--- src/rtl/mem_access_pkg.sv ---
// Shared definitions for the data-memory access controller: funct3 codes,
// FSM state encoding and default memory geometry.
package mem_access_pkg;

   localparam int DEF_MEM_WORDS = 32;
   localparam int DEF_WIDX_W    = 5;

   localparam logic [2:0] F3_B  = 3'b000;
   localparam logic [2:0] F3_H  = 3'b001;
   localparam logic [2:0] F3_W  = 3'b010;
   localparam logic [2:0] F3_BU = 3'b100;
   localparam logic [2:0] F3_HU = 3'b101;

   typedef enum logic [2:0] {
      ST_IDLE   = 3'd0,
      ST_RD     = 3'd1,
      ST_RD_CAP = 3'd2,
      ST_WR     = 3'd3,
      ST_RESP   = 3'd4
   } state_t;

endpackage

--- src/rtl/mem_access_ctrl_lane_align.sv ---
// Byte-lane steering: extracts and extends load data from a memory word, and
// merges sub-word store data into a memory word (little-endian lanes).
module lane_align
   import mem_access_pkg::*;
(
   input  logic [31:0] i_word,
   input  logic [31:0] i_wdata,
   input  logic [1:0]  i_off,
   input  logic [2:0]  i_funct3,
   output logic [31:0] o_load_data,
   output logic [31:0] o_store_word
);

   logic [7:0]  w_byte;
   logic [15:0] w_half;

   assign w_byte = i_word[{i_off, 3'b000} +: 8];
   assign w_half = i_off[1] ? i_word[31:16] : i_word[15:0];

   always_comb begin
      o_load_data = i_word;
      case (i_funct3)
         F3_B:    o_load_data = {{24{w_byte[7]}}, w_byte};
         F3_H:    o_load_data = {{16{w_half[15]}}, w_half};
         F3_BU:   o_load_data = {24'h0, w_byte};
         F3_HU:   o_load_data = {16'h0, w_half};
         default: o_load_data = i_word;
      endcase
   end

   // Unselected lanes keep the word captured from memory.
   always_comb begin
      o_store_word = i_word;
      case (i_funct3)
         F3_B:    o_store_word[{i_off, 3'b000} +: 8]  = i_wdata[7:0];
         F3_H:    o_store_word[{i_off[1], 4'b0000} +: 16] = i_wdata[15:0];
         default: o_store_word = i_wdata;
      endcase
   end

endmodule

--- src/rtl/mem_access_ctrl.sv ---
// Data-memory initiator: turns RV32 load/store requests into word-wide
// memRead/memWrite cycles, with read-modify-write for sub-word stores.
module mem_access_ctrl
   import mem_access_pkg::*;
#(
   parameter int MEM_WORDS = DEF_MEM_WORDS,
   parameter int WIDX_W    = DEF_WIDX_W
) (
   input  logic        clk,
   input  logic        reset,
   input  logic        req_valid,
   output logic        req_ready,
   input  logic        req_write,
   input  logic [2:0]  req_funct3,
   input  logic [31:0] req_addr,
   input  logic [31:0] req_wdata,
   output logic        resp_valid,
   output logic [31:0] resp_rdata,
   output logic        resp_error,
   output logic        memRead,
   output logic        memWrite,
   output logic [31:0] address,
   output logic [31:0] writeData,
   input  logic [31:0] readData,
   output logic [2:0]  o_dbg_state
);

   // Handshake: a request transfers on a rising edge where req_valid and
   // req_ready are both high; req_ready is high only in IDLE. resp_valid is a
   // single-cycle pulse with no backpressure.

   state_t      r_state;
   state_t      w_next_state;
   logic        r_write;
   logic [2:0]  r_funct3;
   logic [1:0]  r_off;
   logic [31:0] r_wdata;
   logic [31:0] r_address;
   logic [31:0] r_write_data;
   logic [31:0] r_resp_rdata;
   logic        r_resp_error;

   logic        w_accept;
   logic        w_f3_bad;
   logic        w_misalign;
   logic        w_out_range;
   logic        w_err;
   logic        w_is_sw;
   logic [31:0] w_load_data;
   logic [31:0] w_store_word;

   assign w_accept = req_valid && (r_state == ST_IDLE);
   assign w_is_sw  = req_write && (req_funct3 == F3_W);

   always_comb begin
      w_f3_bad    = 1'b0;
      w_misalign  = 1'b0;
      case (req_funct3)
         F3_B, F3_H, F3_W: w_f3_bad = 1'b0;
         F3_BU, F3_HU:     w_f3_bad = req_write;
         default:          w_f3_bad = 1'b1;
      endcase
      case (req_funct3[1:0])
         2'b01:   w_misalign = req_addr[0];
         2'b10:   w_misalign = |req_addr[1:0];
         default: w_misalign = 1'b0;
      endcase
      w_out_range = ({2'b00, req_addr[31:2]} >= 32'(MEM_WORDS));
      w_err       = w_f3_bad || w_misalign || w_out_range;
   end

   always_comb begin
      w_next_state = r_state;
      case (r_state)
         ST_IDLE: begin
            if (w_accept) begin
               if (w_err)        w_next_state = ST_RESP;
               else if (w_is_sw) w_next_state = ST_WR;
               else              w_next_state = ST_RD;
            end
         end
         ST_RD:     w_next_state = ST_RD_CAP;
         ST_RD_CAP: w_next_state = r_write ? ST_WR : ST_RESP;
         ST_WR:     w_next_state = ST_RESP;
         ST_RESP:   w_next_state = ST_IDLE;
         default:   w_next_state = ST_IDLE;
      endcase
   end

   lane_align u_lane_align (
      .i_word       (readData),
      .i_wdata      (r_wdata),
      .i_off        (r_off),
      .i_funct3     (r_funct3),
      .o_load_data  (w_load_data),
      .o_store_word (w_store_word)
   );

   always_ff @(posedge clk) begin
      if (reset) begin
         r_state      <= ST_IDLE;
         r_write      <= 1'b0;
         r_funct3     <= 3'b000;
         r_off        <= 2'b00;
         r_wdata      <= 32'h0;
         r_address    <= 32'h0;
         r_write_data <= 32'h0;
         r_resp_rdata <= 32'h0;
         r_resp_error <= 1'b0;
      end else begin
         r_state <= w_next_state;
         if (w_accept) begin
            r_write  <= req_write;
            r_funct3 <= req_funct3;
            r_off    <= req_addr[1:0];
            r_wdata  <= req_wdata;
            if (w_err) begin
               r_resp_error <= 1'b1;
               r_resp_rdata <= 32'h0;
            end else begin
               r_address <= {{(32-WIDX_W){1'b0}}, req_addr[WIDX_W+1:2]};
               if (w_is_sw) r_write_data <= req_wdata;
            end
         end
         // The read word is consumed on the edge that leaves RD_CAP.
         if (r_state == ST_RD_CAP) begin
            if (r_write) begin
               r_write_data <= w_store_word;
            end else begin
               r_resp_rdata <= w_load_data;
               r_resp_error <= 1'b0;
            end
         end
         if (r_state == ST_WR) begin
            r_resp_rdata <= 32'h0;
            r_resp_error <= 1'b0;
         end
      end
   end

   assign req_ready   = (r_state == ST_IDLE);
   assign memRead     = (r_state == ST_RD) || (r_state == ST_RD_CAP);
   assign memWrite    = (r_state == ST_WR);
   assign resp_valid  = (r_state == ST_RESP);
   assign resp_rdata  = r_resp_rdata;
   assign resp_error  = r_resp_error;
   assign address     = r_address;
   assign writeData   = r_write_data;
   assign o_dbg_state = r_state;

endmodule
--- config.mk ---
export PLATFORM = sky130hd
export DESIGN_NAME = mem_access_ctrl
export DESIGN_NICKNAME = d
export VERILOG_FILES = /design/src/rtl/mem_access_pkg.sv /design/src/rtl/mem_access_ctrl_lane_align.sv /design/src/rtl/mem_access_ctrl.sv
export SDC_FILE = /design/constraint.sdc
export NUM_CORES = 1
export LEC_CHECK = 0
export ABC_AREA = 1
export CAP_MARGIN = 20
export CORE_MARGIN = 5
export CORE_UTILIZATION = 43
export CTS_CLUSTER_DIAMETER = 60
export DETAILED_ROUTE_END_ITERATION = 10
export PLACE_DENSITY = 0.75
export SYNTH_ARGS = -nofsm -noshare
export SYNTH_HDL_FRONTEND = slang
export SYNTH_SLANG_ARGS = --single-unit
--- constraint.sdc ---
create_clock -name clk -period 6.8 [get_ports clk]
set_clock_uncertainty 0.2 [all_clocks]
set_input_delay 1.02 -clock clk [delete_from_list [all_inputs] [get_ports clk]]
set_output_delay 1.02 -clock clk [all_outputs]
set_load 0.02 [all_outputs]
==> impl_metrics.tcl <==
set metrics [dict create \
    synth_cell_types 40 \
    dominant_cell_type_by_area_after_synthesis "sky130_fd_sc_hd__dfxtp_1" \
    number_of_sinks_driven_by_the_clock_tree 111 \
    drc_errors 0 \
    leak_pwr_nw 3.458 \
    drt-initial-drc-count 657 \
    yosysTopAreaCellShare_pct 33.62 \
    internal_power_mw 1.029 \
    ys.warnings.count 0 \
    path_max_fanout 32 \
    unrepaired_setup_endpoints_after_global_routing "no" \
    synth_flop_cell "sky130_fd_sc_hd__dfxtp_1" \
    synth.ff_latch_count 111 \
    reg2regPathDepth 9 \
    grt_pass1_wl_um 34770 \
    grt_antenna_before_repair 0 \
    cts_resizes 0 \
    clock_tree_from_tritoncts "built" \
    drt_first_pass_iters 6 \
    setup.worst_path.end_class "flip-flop" \
    layout.nets 1242 \
    grt_start_max_net_pins 65 \
    place.detailed.hpwl_um 16810 \
    setup_violations 0 \
    hp-start "resp_error" \
    grtUsageTotal_pct 23.80 \
    ioPinCount 207 \
    worst_hold_path.num_cells 2 \
    post_synth_edffs 0 \
    port_buffers 179 \
    clock_path_buffers 2 \
    final_hold_viol_count 0 \
    postSynthAreaPerCell_um2 6.657 \
    cts_root_buf "sky130_fd_sc_hd__clkbuf_16" \
    timing.critical_path.required_ns 6.80 \
    synthesis.area_um2 6610 \
    grt_pass1_vias 6714 \
    synthToLayoutAreaGrowth_pct 29.60 \
    clkTransAtPathRegs_ns 0.07 \
    initial_cell_density_of_the_core_pct 43.64 \
    synthesized_instance_count 993 \
    via_count 7264 \
    ir_drop_uv 127.5 \
    cts_post_setup_buffers_inserted 0 \
    power_switching_share_pct 31.23 \
    wl_per_cell_um 16.70 \
    relSlewSlack_pct 30.40 \
    clk-insertion-delay-late_ns 0.36 \
    drt.antenna.violating_nets 0 \
    worst-r2r-setup-slack_ns 3.37 \
    synth_seq_area_share_pct 33.62 \
    route.final.wire_length_um 22110 \
    worstSetupStartpointType "input pin" \
    antenna-diode-count 0 \
    holdCritPathClass "flip-flop to flip-flop" \
    final-max-slew-violation-count 0 \
    switching_power_of_the_nets_mw 0.4673 \
    filler_cell_count 1496 \
    cp_data_arrival_time_ns 3.43 \
    synth-async-reset-ratio_pct 0 \
    outcome "completed" \
    min_period_ns 3.429 \
    core_area_um2 15150 \
    r2r_end "writeData[5]" \
    placed_cells_incl_taps 1308 \
    die_h_um 134.0 \
    globalRoute.totalOverflow 0 \
    fp.dieArea_um2 17950 \
    post_route_cells_drive_above_1_share_pct 6.074 \
    power.density_nw_per_um2 174.6 \
    sequentialPowerShare_pct 46.1 \
    final_min_period_over_clock_period_pct 50.43 \
    totalNegativeSetupSlack_ns 0 \
    rows 45 \
    synth_top_cells_by_area "sky130_fd_sc_hd__dfxtp_1 (34%), sky130_fd_sc_hd__nand2_1 (9.0%), sky130_fd_sc_hd__a21oi_1 (7.8%)" \
    cap_viol_max_count 0 \
    layoutNonFillerInstCount 1324 \
    worstHoldEndpoint "resp_error" \
    hold_buffers 0 \
    cts.htree.levels 3 \
    pwr-share-comb_pct 20.4 \
    timing_worst_setup_path_type "input pin to flip-flop" \
    worstMarginPinSlew_ns 1.041 \
    launch_instance_of_the_worst_register_to_register_path "r_off[1]" \
    post_drt_via_cell_ratio 5.486 \
    cts_buffers 9 \
    place_congestion 0.9936 \
    maxClockFrequency_mhz 291.6 \
    die_width_um 134.0 \
    clock_power_share_pct 33.5 \
]
-- placed cells by master (no fill, tap or decap), types with 10 or more instances in the layout --
master,synthesis,final
sky130_fd_sc_hd__nand2_1,158,157
sky130_fd_sc_hd__o211ai_1,19,19
sky130_fd_sc_hd__nor2_1,109,109
sky130_fd_sc_hd__a21oi_1,103,103
sky130_fd_sc_hd__o21ai_1,14,14
sky130_fd_sc_hd__o21ai_0,94,94
sky130_fd_sc_hd__inv_2,10,10
sky130_fd_sc_hd__dfxtp_1,111,111
sky130_fd_sc_hd__conb_1,1,27
sky130_fd_sc_hd__clkdlybuf4s50_1,0,179
sky130_fd_sc_hd__inv_1,107,107
sky130_fd_sc_hd__o2111ai_1,11,11
sky130_fd_sc_hd__nand3_1,86,86
-- synth_stat cells, types with 2 or more instances --
| cell type | n |
|---|---|
| sky130_fd_sc_hd__nand2_1 | 158 |
| sky130_fd_sc_hd__dfxtp_1 | 111 |
| sky130_fd_sc_hd__nor2_1 | 109 |
| sky130_fd_sc_hd__inv_1 | 107 |
| sky130_fd_sc_hd__a21oi_1 | 103 |
| sky130_fd_sc_hd__o21ai_0 | 94 |
| sky130_fd_sc_hd__nand3_1 | 86 |
| sky130_fd_sc_hd__buf_4 | 30 |
| sky130_fd_sc_hd__buf_2 | 24 |
| sky130_fd_sc_hd__clkbuf_1 | 22 |
| sky130_fd_sc_hd__o211ai_1 | 19 |
| sky130_fd_sc_hd__o21ai_1 | 14 |
| sky130_fd_sc_hd__o2111ai_1 | 11 |
| sky130_fd_sc_hd__inv_2 | 10 |
| sky130_fd_sc_hd__a211oi_1 | 9 |
| sky130_fd_sc_hd__a21oi_2 | 9 |
| sky130_fd_sc_hd__nand4_1 | 9 |
| sky130_fd_sc_hd__nor3_1 | 9 |
| sky130_fd_sc_hd__a22oi_1 | 8 |
| sky130_fd_sc_hd__a31o_2 | 8 |
| sky130_fd_sc_hd__ha_1 | 8 |
| sky130_fd_sc_hd__nor2_4 | 5 |
| sky130_fd_sc_hd__buf_1 | 3 |
| sky130_fd_sc_hd__buf_6 | 3 |
| sky130_fd_sc_hd__nor2_2 | 3 |
| sky130_fd_sc_hd__nor3_2 | 3 |
| sky130_fd_sc_hd__clkinv_1 | 2 |
| sky130_fd_sc_hd__nand2_2 | 2 |
| sky130_fd_sc_hd__nor4_1 | 2 |
| sky130_fd_sc_hd__o21ai_2 | 2 |
-- per-layer routing --
metal	global-route usage (%)	share of wire, %	vias to the layer above
li1	-	-	3527
met1	31.53	43	3331
met2	37.73	45	358
met3	6.039	10	48
met4	8.343	2.8	0
met5	0	0	-
-- worst max path at each step --
| stage | from | endpoint | slack (ns) |
|---|---|---|---|
| 6_report | req_funct3[0] | writeData[27] | 3.37 |
| 5_1_grt | req_funct3[0] | writeData[19] | 3.10 |
| 4_1_cts | req_funct3[0] | writeData[25] | 3.38 |
| 3_5_place_dp | req_funct3[0] | writeData[25] | 3.00 |
| 3_3_place_gp | req_funct3[1] | writeData[27] | 3.08 |
| 2_1_floorplan | req_funct3[0] | writeData[7] | 4.21 |
-- stage by stage --
step | util [%] | setup WS (ns) | instance area [µm²] | power, mW | hold slack, ns
4_1_cts | 56.56 | 3.378 | 8567 | 1.501 | 0.2623
3_3_place_gp | 54.76 | 3.082 | 8294 | 1.002 | 0.2420
6_report | 56.56 | 3.371 | 8567 | 1.496 | 0.2570
2_1_floorplan | - | 4.205 | 6708 | 0.8932 | 0.2297
5_1_grt | 56.56 | 3.100 | 8567 | 1.556 | 0.2782
3_5_place_dp | 54.76 | 3.004 | 8294 | 1.003 | 0.2516
-- worst max-delay path, cell delays in order --
cell and delay, ns:
sky130_fd_sc_hd__clkdlybuf4s50_1 0.45, sky130_fd_sc_hd__inv_1 0.10, sky130_fd_sc_hd__ha_1 0.17, sky130_fd_sc_hd__nand2_1 0.10
sky130_fd_sc_hd__nand2_1 0.10, sky130_fd_sc_hd__nand2_1 0.08, sky130_fd_sc_hd__nor2_2 0.20, sky130_fd_sc_hd__nand4_2 0.74
sky130_fd_sc_hd__nand2_1 0.23, sky130_fd_sc_hd__nand2_1 0.07, sky130_fd_sc_hd__nand2_1 0.06, sky130_fd_sc_hd__a21oi_1 0.08
-- cell type report --
cell class / instances / area [µm²] / share of cell area (%)
Clock buffer: 9 / 225.2 / 2.629
Timing Repair Buffer: 183 / 1822 / 21.26
Multi-Input combinational cell: 707 / 3568 / 41.65
Sequential cell: 111 / 2222 / 25.94
Inverter: 119 / 446.7 / 5.214
Clock inverter: 7 / 47.55 / 0.5550
Tap cell: 188 / 235.2 / 2.746
-- registers in the layout (all words and copies together), names as in the netlist --
register / count
r_wdata: 32
resp_rdata: 32
writeData: 32
address: 5
o_dbg_state: 3
r_funct3: 3
r_off: 2
r_write: 1
resp_error: 1
-- power by group through the flow --
stage	sequential, mW	clock (mW)	combinational, mW
final	0.690	0.501	0.305
after global routing	0.691	0.533	0.332
after CTS	0.689	0.511	0.301
after detailed placement	0.704	0	0.300
after global placement	0.703	0	0.299
after floorplan	0.693	0	0.200
-- cells by family after synthesis --
group           count (synthesis)  synth area share (%)
compound gates                281                 24.82
fa+ha+maj                       8                 1.514
buf+inv                       201                 13.91
flops                         111                 33.62
other cells                     1               0.05673
simple gates                  391                 26.08
Note: power is estimated with default switching activity, not from simulation.
